`src/rtl/egress_serializer_if.sv`:
```
// Bus bundle between the CoDel dequeue stage, the egress serializer and the egress sink.
// master drives the ingress packet, sink ready and stats clear; slave is the serializer.
interface egress_serializer_if #(
    parameter int PKT_W  = 64,
    parameter int BEAT_W = 8,
    parameter int CNT_W  = 32
);
    logic [PKT_W-1:0]  i__packet;
    logic              i__drop_packet;
    logic              o__link_ready;
    logic              o__beat_valid;
    logic [BEAT_W-1:0] o__beat_data;
    logic              o__beat_sop;
    logic              o__beat_eop;
    logic              i__beat_ready;
    logic              i__clear_stats;
    logic [CNT_W-1:0]  o__tx_count;
    logic [CNT_W-1:0]  o__drop_count;
    logic              o__overflow;

    modport master (
        output i__packet, i__drop_packet, i__beat_ready, i__clear_stats,
        input  o__link_ready, o__beat_valid, o__beat_data, o__beat_sop, o__beat_eop,
               o__tx_count, o__drop_count, o__overflow
    );

    modport slave (
        input  i__packet, i__drop_packet, i__beat_ready, i__clear_stats,
        output o__link_ready, o__beat_valid, o__beat_data, o__beat_sop, o__beat_eop,
               o__tx_count, o__drop_count, o__overflow
    );
endinterface

```
`src/rtl/egress_serializer.sv`:
```
// Egress serializer: drops flagged packets, buffers accepted ones and emits each as
// PKT_W/BEAT_W beats (MSB slice first) with saturating tx/drop statistics.
//
// state | meaning
// IDLE  | nothing in flight; loads the buffer head as soon as one is present
// SEND  | shift register holds a packet; current beat offered on the egress link
module egress_serializer #(
    parameter int PKT_W     = 64,
    parameter int BEAT_W    = 8,
    parameter int BUF_DEPTH = 2,
    parameter int CNT_W     = 32
) (
    input logic                clk,
    input logic                reset,
    egress_serializer_if.slave bus
);
    localparam int NBEATS = PKT_W / BEAT_W;
    localparam int IDX_W  = (NBEATS > 1) ? $clog2(NBEATS) : 1;
    localparam int PTR_W  = (BUF_DEPTH > 1) ? $clog2(BUF_DEPTH) : 1;
    localparam int OCC_W  = $clog2(BUF_DEPTH + 1);

    if (PKT_W % BEAT_W != 0) begin : g_width_check
        $error("egress_serializer: PKT_W must be a multiple of BEAT_W");
    end
    if (BUF_DEPTH < 1) begin : g_depth_check
        $error("egress_serializer: BUF_DEPTH must be at least 1");
    end

    typedef enum logic {IDLE, SEND} state_t;

    state_t            state_q;
    logic [PKT_W-1:0]  shift_q;
    logic [IDX_W-1:0]  idx_q;
    logic [PKT_W-1:0]  buf_q [BUF_DEPTH];
    logic [PTR_W-1:0]  wr_ptr_q, wr_ptr_d;
    logic [PTR_W-1:0]  rd_ptr_q, rd_ptr_d;
    logic [OCC_W-1:0]  occ_q, occ_d;
    logic [CNT_W-1:0]  tx_q, drop_q;
    logic              overflow_q;

    logic in_valid, link_ready, push, lost, drop_ev;
    logic not_empty, last_beat, eop_fire, pop;

    function automatic logic [PTR_W-1:0] ptr_inc(input logic [PTR_W-1:0] p);
        return (p == PTR_W'(BUF_DEPTH - 1)) ? '0 : p + PTR_W'(1);
    endfunction

    // The packet's valid bit is its MSB, so it also travels in the first beat.
    assign in_valid   = bus.i__packet[PKT_W-1];
    assign link_ready = (occ_q < OCC_W'(BUF_DEPTH));
    assign push       = in_valid & ~bus.i__drop_packet & link_ready;
    assign lost       = in_valid & ~bus.i__drop_packet & ~link_ready;
    assign drop_ev    = in_valid & bus.i__drop_packet;
    assign not_empty  = (occ_q != '0);
    assign last_beat  = (idx_q == IDX_W'(NBEATS - 1));
    assign eop_fire   = (state_q == SEND) & bus.i__beat_ready & last_beat;
    assign pop        = not_empty & ((state_q == IDLE) | eop_fire);

    always_comb begin
        wr_ptr_d = push ? ptr_inc(wr_ptr_q) : wr_ptr_q;
        rd_ptr_d = pop  ? ptr_inc(rd_ptr_q) : rd_ptr_q;
        occ_d    = occ_q;
        if (push && !pop) begin
            occ_d = occ_q + OCC_W'(1);
        end else if (pop && !push) begin
            occ_d = occ_q - OCC_W'(1);
        end
    end

    always_ff @(posedge clk) begin
        if (push) begin
            buf_q[wr_ptr_q] <= bus.i__packet;
        end
    end

    always_ff @(posedge clk or negedge reset) begin
        if (!reset) begin
            wr_ptr_q <= '0;
            rd_ptr_q <= '0;
            occ_q    <= '0;
        end else begin
            wr_ptr_q <= wr_ptr_d;
            rd_ptr_q <= rd_ptr_d;
            occ_q    <= occ_d;
        end
    end

    always_ff @(posedge clk or negedge reset) begin
        if (!reset) begin
            state_q <= IDLE;
            shift_q <= '0;
            idx_q   <= '0;
        end else begin
            case (state_q)
                IDLE: begin
                    if (not_empty) begin
                        shift_q <= buf_q[rd_ptr_q];
                        idx_q   <= '0;
                        state_q <= SEND;
                    end
                end
                SEND: begin
                    if (bus.i__beat_ready) begin
                        if (last_beat) begin
                            // Chain straight into the next packet so the link sees no bubble.
                            if (not_empty) begin
                                shift_q <= buf_q[rd_ptr_q];
                                idx_q   <= '0;
                            end else begin
                                state_q <= IDLE;
                            end
                        end else begin
                            shift_q <= shift_q << BEAT_W;
                            idx_q   <= idx_q + IDX_W'(1);
                        end
                    end
                end
                default: state_q <= IDLE;
            endcase
        end
    end

    always_ff @(posedge clk or negedge reset) begin
        if (!reset) begin
            tx_q       <= '0;
            drop_q     <= '0;
            overflow_q <= 1'b0;
        end else if (bus.i__clear_stats) begin
            tx_q       <= '0;
            drop_q     <= '0;
            overflow_q <= 1'b0;
        end else begin
            if (eop_fire && (tx_q != '1)) begin
                tx_q <= tx_q + CNT_W'(1);
            end
            if (drop_ev && (drop_q != '1)) begin
                drop_q <= drop_q + CNT_W'(1);
            end
            if (lost) begin
                overflow_q <= 1'b1;
            end
        end
    end

    assign bus.o__link_ready = link_ready;
    assign bus.o__beat_valid = (state_q == SEND);
    assign bus.o__beat_data  = (state_q == SEND) ? shift_q[PKT_W-1 -: BEAT_W] : '0;
    assign bus.o__beat_sop   = (state_q == SEND) & (idx_q == '0);
    assign bus.o__beat_eop   = (state_q == SEND) & last_beat;
    assign bus.o__tx_count   = tx_q;
    assign bus.o__drop_count = drop_q;
    assign bus.o__overflow   = overflow_q;
endmodule

```
`src/flat_wrapper.sv`:
```
// flat-port wrapper written by rule: the top's interface ports become plain ports
module egress_serializer_flat 
#(
    parameter int PKT_W     = 64,
    parameter int BEAT_W    = 8,
    parameter int BUF_DEPTH = 2,
    parameter int CNT_W     = 32
)
  (clk, reset, bus_i__packet, bus_i__drop_packet, bus_i__beat_ready, bus_i__clear_stats, bus_o__link_ready, bus_o__beat_valid, bus_o__beat_data, bus_o__beat_sop, bus_o__beat_eop, bus_o__tx_count, bus_o__drop_count, bus_o__overflow);
  egress_serializer_if #(.PKT_W(PKT_W), .BEAT_W(BEAT_W), .CNT_W(CNT_W)) bus_i ();
  input logic clk;
  input logic reset;
  input wire logic [$bits(bus_i.i__packet)-1:0] bus_i__packet;
  input wire logic [$bits(bus_i.i__drop_packet)-1:0] bus_i__drop_packet;
  input wire logic [$bits(bus_i.i__beat_ready)-1:0] bus_i__beat_ready;
  input wire logic [$bits(bus_i.i__clear_stats)-1:0] bus_i__clear_stats;
  output wire logic [$bits(bus_i.o__link_ready)-1:0] bus_o__link_ready;
  output wire logic [$bits(bus_i.o__beat_valid)-1:0] bus_o__beat_valid;
  output wire logic [$bits(bus_i.o__beat_data)-1:0] bus_o__beat_data;
  output wire logic [$bits(bus_i.o__beat_sop)-1:0] bus_o__beat_sop;
  output wire logic [$bits(bus_i.o__beat_eop)-1:0] bus_o__beat_eop;
  output wire logic [$bits(bus_i.o__tx_count)-1:0] bus_o__tx_count;
  output wire logic [$bits(bus_i.o__drop_count)-1:0] bus_o__drop_count;
  output wire logic [$bits(bus_i.o__overflow)-1:0] bus_o__overflow;
  assign bus_i.i__packet = bus_i__packet;
  assign bus_i.i__drop_packet = bus_i__drop_packet;
  assign bus_i.i__beat_ready = bus_i__beat_ready;
  assign bus_i.i__clear_stats = bus_i__clear_stats;
  assign bus_o__link_ready = bus_i.o__link_ready;
  assign bus_o__beat_valid = bus_i.o__beat_valid;
  assign bus_o__beat_data = bus_i.o__beat_data;
  assign bus_o__beat_sop = bus_i.o__beat_sop;
  assign bus_o__beat_eop = bus_i.o__beat_eop;
  assign bus_o__tx_count = bus_i.o__tx_count;
  assign bus_o__drop_count = bus_i.o__drop_count;
  assign bus_o__overflow = bus_i.o__overflow;
  egress_serializer #(.PKT_W(PKT_W), .BEAT_W(BEAT_W), .BUF_DEPTH(BUF_DEPTH), .CNT_W(CNT_W)) u_core (.clk(clk), .reset(reset), .bus(bus_i));
endmodule
```
`config.mk`:
```
export PLATFORM = sky130hd
export DESIGN_NAME = egress_serializer_flat
export DESIGN_NICKNAME = d
export VERILOG_FILES = /design/src/rtl/egress_serializer_if.sv /design/src/rtl/egress_serializer.sv /design/src/flat_wrapper.sv
export SDC_FILE = /design/constraint.sdc
export NUM_CORES = 1
export LEC_CHECK = 0
export CAP_MARGIN = 20
export CORE_MARGIN = 1
export CORE_UTILIZATION = 40
export DETAILED_ROUTE_END_ITERATION = 10
export GPL_ROUTABILITY_DRIVEN = 0
export SKIP_LAST_GASP = 1
export SYNTH_ARGS = -nofsm -noshare
export SYNTH_HDL_FRONTEND = slang
export SYNTH_SLANG_ARGS = --single-unit
```
`constraint.sdc`:
```
create_clock -name clk -period 8.3 [get_ports clk]
set_input_delay 1.66 -clock clk [delete_from_list [all_inputs] [get_ports clk]]
set_output_delay 1.66 -clock clk [all_outputs]
set_load 0.05 [all_outputs]
```
---- After elaboration in Yosys (flattened, before gate mapping) ----
Memory sizes are Yosys's and may differ from the RTL's.
Cells that the tools add are included.
storage, ports and cells
  register bits ........................... 137
  bits in writable memories ............... 128
  bits of input ports ..................... 69
  memories ................................ 1
cells by class
  add/subtract/negate cells ............... 7
  $lt $le $gt $ge ......................... 1
  eq/ne operators ......................... 4
  mux-type cells .......................... 25
  bitwise operators ....................... 13
  reduce and logical (&&, ||, !) cells .... 12
memory list
  name          words  bits a word  read ports  clocked after Yosys merged registers in  wr ports  RTL line                 RTL
  u_core.buf_q  2      64           1           0                                        1         egress_serializer.sv:34  logic [PKT_W-1:0] buf_q [BUF_DEPTH];
operators by type and width
  cell                   count
  $mux 64                3
  $mux 32                4
  $pmux 64 s2            1
  $add 32x1->32 const B  2
  $ne 32x32->1 const B   2
  $reduce_bool 2->1      5
  $and 1x1->1            9
  $mux 1                 9
  $mux 3                 3
  $mux 8                 1
  $pmux 3 s2             1
  $logic_and 1x1->1      4
  $mux 2                 2
  $add 3x1->3 const B    1
  $eq 3x3->1 const B     1
  $logic_not 3->1        1
  $not 1->1              3
  $add 1x1->1 const B    2
  $add 2x1->2 const B    1
  $logic_not 1->1        2
  $lt 2x2->1 const B     1
  $ne 2x2->1 const B     1
  $pmux 1 s2             1
  $sub 2x1->2 const B    1
  $or 1x1->1             1

---- Longest topological paths before layout ----
  word-level depth ........................ 7
  depth in mapped cells ................... 9

---- Worst setup path after synthesis ----
OpenSTA, ideal clock, no wires.
  path type ............................... input port to flip-flop
  start point ............................. in bus_i__drop_packet
  end point ............................... mem u_core.buf_q[0][0] (enable)
  library setup time ...................... 494 ps
  arrival time ............................ 4779 ps
  data required time ...................... 7806 ps
  setup slack ............................. 3027 ps
  cell stages on the path ................. 3
  path buffers ............................ 0
  cell sequence ........................... inv_1 -> and3_1 -> nor2b_1
on the way
  word-level cells in the longest chain between the ends .. 5
RTL lines
  item                          RTL line                 RTL
  start: declaration            flat_wrapper.sv:14       input wire logic [$bits(bus_i.i__drop_packet)-1:0] bus_i__drop_packet;
  $not 1->1                     egress_serializer.sv:51  assign push = in_valid & ~bus.i__drop_packet & link_ready;
  $and 1x1->1 (2 in a row)      egress_serializer.sv:51
  net u_core.push               egress_serializer.sv:41  logic in_valid, link_ready, push, lost, drop_ev;
  $mux 1                        egress_serializer.sv:71  if (push) begin
  $mux 1 (not written as such)  egress_serializer.sv:72  buf_q[wr_ptr_q] <= bus.i__packet;
  end: declaration              egress_serializer.sv:34
The timed path passes the listed nets, and every way through them passes these cells.

---- Final worst setup path ----
  start point ............................. reg u_core.state_q (netlist: u_core.bus.o__beat_valid)
  end point ............................... out bus_o__beat_sop
on the way
  word-level cells in the longest chain between the ends .. 1
RTL lines
  item                      RTL line                  RTL
  start: declaration        egress_serializer.sv:31   state_t state_q;
  start signal: assignment  egress_serializer.sv:90   state_q <= IDLE;
  start signal: assignment  egress_serializer.sv:99   state_q <= SEND;
  start signal: assignment  egress_serializer.sv:110  state_q <= IDLE;
  $and 1x1->1               egress_serializer.sv:148  assign bus.o__beat_sop = (state_q == SEND) & (idx_q == '0);
  end: declaration          flat_wrapper.sv:20        output wire logic [$bits(bus_i.o__beat_sop)-1:0] bus_o__beat_sop;
No other way between the ends.

==> impl_metrics.toml <==
[timing]
layout_setup_ws_ns = 4.27
max_freq_mhz = 248
period_share = 0.485
fin_crit_ns = 4.03
maxSlewViolCount = 0
max_slew_margin = 0.293
setup_viol = 0
hold_viol = 0
tightestPinTransition_ns = 1.05
setup-tns-final_ns = 0
final.setup_skew_ns = 0.00999
rsz0062_at_grt = "no"

[worst_setup_path]
r2r_start = "u_core.idx_q[0]"
worst_path_largest_cell_delay_ns = 0.84
r2r_slack_ns = 5.61
cp_cell_sequence = "nand2_1 > nor2_1 > clkdlybuf4s50_1"
crit_path_start_kind = "flip-flop"
regToRegEndpoint = "u_core.occ_q[1]"
critPathKind = "reg2out"
endpoint_kind = "output port"
path_max_fanout = 16
required_ns = 6.64
worstRegToRegCells = 10
arrival_ns = 2.37
cp_slowest_cell = "clkdlybuf4s50_1"

[die]
die_h_um = 169
start_util = 0.409
placementRows = 60
die_x_um = 169
ios = 146
die_area_um2 = 28400
coreArea_um2 = 27100

[cts]
holdBufCountCts = 0
clock_latency_ns = 0.55
clock-sinks = 265
clk_pin_slew_ns = 0.06
cts_tree = "built"
htree_levels = 1
cts_buffer_depth = 3
cts_setup_buffers = 0
cts_resized = 0
cts_buffers = 28
root_buffer = "clkbuf_16"

[synthesis]
synth.distinct_cells = 55
syn_nets = 938
synth-edff-count = 128
synth_ff_type = "dfrtp_1"
synthMuxAreaShare = 0.0621
syn_area_um2 = 11100
synthSimpleGateAreaFrac = 0.118
synth-compound-area-share = 0.116
synth_top_family_by_area = "simple AND/OR/NAND/NOR gates"
synth.top_cell.area_share = 0.346
yosys_warnings = 0
seq_area_frac_synth = 0.655
synthCells = 863
yosys.area.top_type = "edfxtp_1"
ys_async_sr_fraction = 0.517
synth-adder-area-share = 0.00677
synth_area_leaders = "edfxtp_1, dfrtp_1, mux2i_1"
avgSynthCellArea_um2 = 12.9
synth_seq_cells = 265
synth_xor_area_frac = 0.0197

[drt]
viasPerCell = 5.41
drcViolationCount = 0
num_vias = 7548
first_pass_iters = 5
ant_nets = 0
post_drt_wl_per_cell_um = 17.9
drt_first_iter_violations = 507
routed_wl_um = 25000

[final_layout]
fillers = 2371
utilization = 0.510
final_common_cell = "clkdlybuf4s50_1"
area_growth_pct = 24.6
drive_gt1_frac = 0.0742
nNetsFinal = 1077
fin_cells = 1396
layout_common_cells = "clkdlybuf4s50_1, dfrtp_1, edfxtp_1, a21oi_1, mux2i_1"
seqCellArea_um2 = 7280
multiInputGateArea_um2 = 3600
diodes = 0

[min_path]
hold-path-endpoint = "u_core.shift_q[7]"
hold_depth = 2
hold_start = "u_core.shift_q[7]"
hold_class = "reg2reg"

[power]
power_density_nw_per_um2 = 264
leakage_nw = 5.07
max-vdd-ir-drop_mv = 0.171

[global_route]
grt_start_max_net_pins = 71
grt.overflow.total = 0
antenna_found_initial = 0
grt_use_total = 0.177
grt_pass1_wl_um = 40200
grt_pass1_vias = 7333

[place]
post-place-ws_ns = 4.09
place_hpwl_um = 15900
placed_cells = 1342
port_buffers = 145

[run]
max-cap-violations = 0

[run_status]
outcome = "complete, no violations"
[worst max-delay path: cells and delay by family (launching register included)]
family	cells	cell delay, ns
buffers and inverters	1	0.84
DFF	1	0.71
and+or+nand+nor	2	0.27
[flip-flops by register name, summed over array words and instances (netlist names)]
signal,flops
u_core.buf_q,128
u_core.bus.o__beat_valid,1
u_core.bus.o__drop_count,32
u_core.bus.o__overflow,1
u_core.bus.o__tx_count,32
u_core.idx_q,3
u_core.occ_q,2
u_core.rd_ptr_q,1
u_core.shift_q,64
u_core.wr_ptr_q,1
[metrics by stage]
step	area [um^2]	hold slack [ns]	total power, mW
global placement	12900	0.474	2.47
floorplan	11100	0.450	2.21
finish	13800	0.487	3.64
CTS	13800	0.494	3.68
detailed placement	12900	0.483	2.48
global route	13800	0.508	3.82
[per-layer routing]
metal  vias to the layer above  share of wire  global-route usage
met5                         -              0                   0
li1                       3594              -                   -
met1                      3738           0.48               0.260
met4                         0          0.017              0.0368
met3                        26          0.041              0.0257
met2                       190           0.46               0.279
[where the power goes]
part           switching [mW]  internal [mW]  leakage, nW
registers               0.129           1.60         2.88
clock network           0.507          0.686        0.433
logic                   0.431          0.297         1.76
[synth_stat cells (all sizes together), types with 16 or more instances]
cell type,instances
buf,17
dfrtp,137
o22ai,56
or4,23
nand4,28
xnor2,19
or3,16
nand3,25
mux2i,64
o31ai,22
clkbuf,28
a21oi,100
edfxtp,128
nand2,37
nor2,38
o21ai,28
[cell type report]
class | instances | area share
flip-flops and latches | 265 | 0.526
repair buffers | 154 | 0.112
clock buffers | 47 | 0.0602
inverters | 12 | 0.00326
well taps | 372 | 0.0337
clock inverters | 5 | 0.00407
multi-input cells | 541 | 0.260
[logic make-up after synthesis]
| kind of cell | count (synthesis) |
|---|---|
| DFF | 265 |
| and+or+nand+nor | 223 |
| AOI/OAI and AO/OA | 219 |
| muxes | 68 |
| buffers and inverters | 57 |
| xor gates and xnor gates | 25 |
| adders and majority gates | 6 |
[how the worst max path moves through the flow]
stage,from,to,depth (start not counted)
after floorplan,bus_i__drop_packet,u_core.buf_q[0][0],3
after global placement,bus_i__packet[63],u_core.buf_q[0][62],4
after detailed placement,bus_i__packet[63],u_core.buf_q[0][61],4
after CTS,u_core.bus.o__beat_valid,bus_o__beat_sop,3
after global routing,u_core.bus.o__beat_valid,bus_o__beat_sop,3
final,u_core.bus.o__beat_valid,bus_o__beat_sop,3
(Power assumes the default switching activity.)
